### config.mk
export PLATFORM = sky130hd
export DESIGN_NAME = acq_timer_ctrl
export DESIGN_NICKNAME = d
export VERILOG_FILES = /design/src/rtl/acq_timer_ctrl.sv
export SDC_FILE = /design/constraint.sdc
export NUM_CORES = 1
export LEC_CHECK = 0
export ABC_AREA = 1
export CAP_MARGIN = 30
export CORE_UTILIZATION = 35
export DETAILED_ROUTE_END_ITERATION = 6
export GPL_ROUTABILITY_DRIVEN = 0
export PLACE_DENSITY_LB_ADDON = 0.1
export SLEW_MARGIN = 15
export SYNTH_ARGS = -nofsm -noshare
export SYNTH_HDL_FRONTEND = slang
export SYNTH_SLANG_ARGS = --single-unit
### constraint.sdc
create_clock -name clk -period 4.05 [get_ports clk]
set_clock_uncertainty 0.15 [all_clocks]
set_input_delay 0.81 -clock clk [delete_from_list [all_inputs] [get_ports clk]]
set_output_delay 0.81 -clock clk [all_outputs]
set_load 0.05 [all_outputs]
### src/rtl/acq_timer_ctrl.sv
// Start/stop sequencer for the 32-bit acquisition timer with tick divider and
// event timestamping (count + wrap epoch) onto a valid/ready output.
module acq_timer_ctrl #(
  parameter int PERIOD_W = 16,
  parameter int EPOCH_W  = 8
) (
  input  logic                clk,
  input  logic                rst,
  input  logic                start,
  input  logic                stop,
  input  logic [PERIOD_W-1:0] tick_period,
  input  logic [31:0]         timer_count,
  input  logic                timer_full,
  input  logic                timer_tick,
  input  logic                evt,
  input  logic                ts_ready,
  output logic                timer_clr,
  output logic                timer_ena,
  output logic                trig,
  output logic [31:0]         ts_data,
  output logic [EPOCH_W-1:0]  ts_epoch,
  output logic                ts_valid,
  output logic                busy,
  output logic                ovf_err
);

  typedef enum logic [1:0] {IDLE, CLR, RUN} state_t;

  state_t              state, state_nxt;
  logic [PERIOD_W-1:0] period;
  logic [PERIOD_W-1:0] tick_cnt;
  logic [EPOCH_W-1:0]  epoch;
  logic [EPOCH_W-1:0]  epoch_inc;
  logic                enter_clr;
  logic                ts_take;

  always_ff @(posedge clk or negedge rst) begin
    if (!rst) state <= IDLE;
    else      state <= state_nxt;
  end

  always_comb begin
    state_nxt = state;
    case (state)
      IDLE:    if (start) state_nxt = CLR;
      CLR:     state_nxt = RUN;
      RUN:     if (start) state_nxt = CLR;
               else if (stop) state_nxt = IDLE;
      default: state_nxt = IDLE;
    endcase
  end

  assign enter_clr = (state_nxt == CLR);
  assign epoch_inc = epoch + EPOCH_W'(1);
  assign ts_take   = ts_valid && ts_ready;

  // Registered outputs track the state being entered, so they change one cycle after the command.
  always_ff @(posedge clk or negedge rst) begin
    if (!rst) begin
      timer_clr <= 1'b0;
      timer_ena <= 1'b0;
      busy      <= 1'b0;
    end else begin
      timer_clr <= (state_nxt == CLR);
      timer_ena <= (state_nxt == RUN);
      busy      <= (state_nxt != IDLE);
    end
  end

  always_ff @(posedge clk or negedge rst) begin
    if (!rst) begin
      period   <= '0;
      tick_cnt <= '0;
      epoch    <= '0;
      trig     <= 1'b0;
      ts_data  <= '0;
      ts_epoch <= '0;
      ts_valid <= 1'b0;
      ovf_err  <= 1'b0;
    end else begin
      trig <= 1'b0;
      if (enter_clr) begin
        period   <= tick_period;
        tick_cnt <= '0;
        epoch    <= '0;
        ovf_err  <= 1'b0;
        ts_valid <= 1'b0;
      end else if (state == RUN) begin
        if (timer_tick && (period != '0)) begin
          if (tick_cnt == period - PERIOD_W'(1)) begin
            trig     <= 1'b1;
            tick_cnt <= '0;
          end else begin
            tick_cnt <= tick_cnt + PERIOD_W'(1);
          end
        end
        if (timer_full) epoch <= epoch_inc;
        // A capture in the same cycle as a handshake replaces the drained entry without a bubble.
        if (evt && (!ts_valid || ts_take)) begin
          ts_data  <= timer_count;
          ts_epoch <= timer_full ? epoch_inc : epoch;
          ts_valid <= 1'b1;
        end else begin
          if (evt) ovf_err <= 1'b1;
          if (ts_take) ts_valid <= 1'b0;
        end
      end else if (ts_take) begin
        ts_valid <= 1'b0;
      end
    end
  end

endmodule

==> metrics.md <==
| Metric | Value |
|---|---|
| Register area share after synthesis | `0.470` |
| DR WL/cell | `12.6 µm` |
| Max_cap viols | `0` |
| Final worst slack | `1.56 ns` |
| Cts-stage hold buffer count | `0` |
| First DRT Iteration DRCs | `170` |
| Via count of the first global-routing pass | `4008` |
| Cell variety after synth | `38` |
| CP Class | `reg -> out` |
| Initial Util | `0.365` |
| Startpoint Class | `register` |
| Via count | `3933` |
| Worst-Margin Slew | `0.724 ns` |
| 1st-pass router iterations | `4` |
| Post-synth top area share | `0.470` |
| Total chip power | `3.03 mW` |
| DR vias/cell | `4.55` |
| Clock Latency Late Sink | `0.34 ns` |
| GRT Resource Usage Total | `0.168` |
| Synthesized area | `4680 µm²` |
| Grt total ovfl | `0` |
| CORE AREA | `12800 µm²` |
| Endpoints failing setup | `0` |
| Slowest stage delay, CP | `0.81 ns` |
| Leak pwr | `3.04 nW` |
| RSZ-0062 raised after global routing | `no` |
| CP delay by family, top | `buffers and inverters` |
| Clk pin slew, worst setup/hold paths | `0.06 ns` |
| Status | `finished, final reports clean` |
| Post-Route Setup TNS | `0 ns` |
| Commonest non-fill, non-tap cell in the layout | `nand2_1` |
| Area Overhead vs Synth | `31.4%` |
| Req. time, crit path | `3.09 ns` |
| Antenna Cells | `0` |
| Top Ports | `102` |
| Layout Nets | `748` |
| Tmin final | `2.49 ns` |
| Worst vdd ir | `0.292 mV` |
| Post-CTS Setup Bufs | `0` |
| Syn_area_per_cell | `7.92 µm²` |
| Synth Instances | `591` |
| Die Ht | `118 µm` |
| Worst Hold Class | `reg -> reg` |
| Number of remaining DRC errors | `0` |
| Initial antenna violation count | `0` |
| Resize count post-CTS | `0` |
| CTS buffer count | `9` |
| Crit path max fanout | `2` |
| Commonest non-fill, non-tap cells in the layout | `247 x nand2_1, 100 x clkdlybuf4s50_1, 88 x dfrtp_1` |
| Worst hold slack | `0.324 ns` |
| Layout cells sized above 1 | `0.0924` |
| Clock Sinks | `88` |
| First-pass GRT wire length | `18.8 mm` |
| Detail Placement HPWL | `8.18 mm` |
| Period utilisation layout | `0.616` |
| Drt total wl | `10.9 mm` |
| Worst path bufs/invs | `1` |
| Relative slew slack | `0.517` |
| CP arrival | `1.53 ns` |
| Max Clk Rate | `0.401 GHz` |
| I/O Buffers | `101` |
| Flops & latches, synth | `88` |
| Critical path endpoint category | `primary output` |
| Syn_nets | `650` |
| Die area | `13800 µm²` |
| Routed Antenna Nets | `0` |
| Die X | `118 µm` |
| H-tree levels | `3` |
| Power per Cell Area | `492 nW/µm²` |
| CTS tree | `yes` |
| Std-Cell Rows | `41` |
| Final hold viol count | `0` |
| Crit-path cells | `clkdlybuf4s50_1` |
| Yosys top cell by area | `dfrtp_1` |
| Largest net degree at the start of global routing | `56` |
| Yosys warns | `0` |
| Post-placement setup slack | `1.41 ns` |
| Slew Limit Fails | `0` |
| Largest cells by area after synthesis | `dfrtp_1 47%, nand2_1 20%, xor2_1 4.9%` |
| Maximum root-to-sink buffer count | `2` |
| Clock Tree Root | `clkbuf_16` |
| Slowest CP cell | `clkdlybuf4s50_1` |
==> cell usage after synthesis, drive strengths merged <==
cell / n
a31oi: 2
or2: 2
nand3b: 5
nand4: 21
nand2: 255
nand3: 20
nor2: 48
a21oi: 1
ha: 3
nor3: 9
o21ai: 18
o22ai: 6
buf: 5
clkbuf: 14
xor2: 28
inv: 53
xnor2: 10
nor3b: 1
dfrtp: 88
and3: 2
==> cell families (layout without fill, tap and decap cells) <==
| group | Yosys count | count (layout) | synth area share |
|---|---|---|---|
| AOI/OAI and AO/OA | 27 | 27 | 0.0323 |
| buffers and inverters | 72 | 174 | 0.0636 |
| and+or+nand+nor | 363 | 363 | 0.352 |
| adders and majority gates | 3 | 3 | 0.00802 |
| DFF | 88 | 88 | 0.470 |
| xor gates and xnor gates | 38 | 38 | 0.0743 |
==> power breakdown <==
part / internal (mW) / leakage (nW) / switching, mW
clock network: 0.509 / 0.148 / 0.336
registers: 1.02 / 1.14 / 0.113
logic: 0.361 / 1.75 / 0.687
total: 1.89 / 3.04 / 1.14
==> area by class of cell <==
class,count,area [µm²]
Tap cell,172,215
Multi-Input combinational cell,431,2180
Clock inverter,4,51.3
Fill cell,1295,6670
Timing Repair Buffer,106,1050
Inverter,53,201
Sequential cell,88,2200
Clock buffer,11,253
==> worst register-to-register path, delay by kind of cell (launching register included) <==
kind,cells,cell delay [ns]
buffers and inverters,3,0.39
AND/OR/NAND/NOR,7,0.82
flip-flops,1,0.41
AO/OA/AOI/OAI,1,0.09
adder cells (fa/ha/maj),1,0.24
==> final timing paths <==
kind,from,end,slack [ns],cells after the start
min in group asynchronous,rst,ts_data[30]$_DFFE_PN0P_,0.37,1
worst min-delay path,ts_epoch[0]$_DFFE_PN0P_,ts_epoch[0]$_DFFE_PN0P_,0.32,2
max in group asynchronous,rst,period[10]$_DFFE_PN0P_,2.65,2
worst max-delay path,ts_epoch[7]$_DFFE_PN0P_,ts_epoch[7],1.56,1
worst max register to register,period[0]$_DFFE_PN0P_,tick_cnt[1]$_DFFE_PN0P_,1.88,12
worst min register to register,ts_epoch[0]$_DFFE_PN0P_,ts_epoch[0]$_DFFE_PN0P_,0.32,2
==> registers in the layout, indices dropped and copies added (netlist names) <==
signal / count
busy: 1
epoch: 8
ovf_err: 1
period: 16
state: 2
tick_cnt: 16
timer_clr: 1
timer_ena: 1
trig: 1
ts_data: 32
ts_epoch: 8
ts_valid: 1
==> routing by layer <==
layer	share of wire	wire length, µm	global-route usage
met5	0	0	0
met2	0.45	4930	0.268
met4	0.018	197	0.0737
met3	0.054	585	0.0359
met1	0.48	5220	0.220
==> stage by stage <==
stage                     instance area, µm²   util  std cells
after detailed placement                5850  0.456        850
after global placement                  5850  0.456        850
after floorplan                         4680      -        591
after global routing                    6150  0.480        865
after CTS                               6150  0.480        865
final                                   6150  0.480        865
No activity file was read; power rests on OpenSTA's default activity.
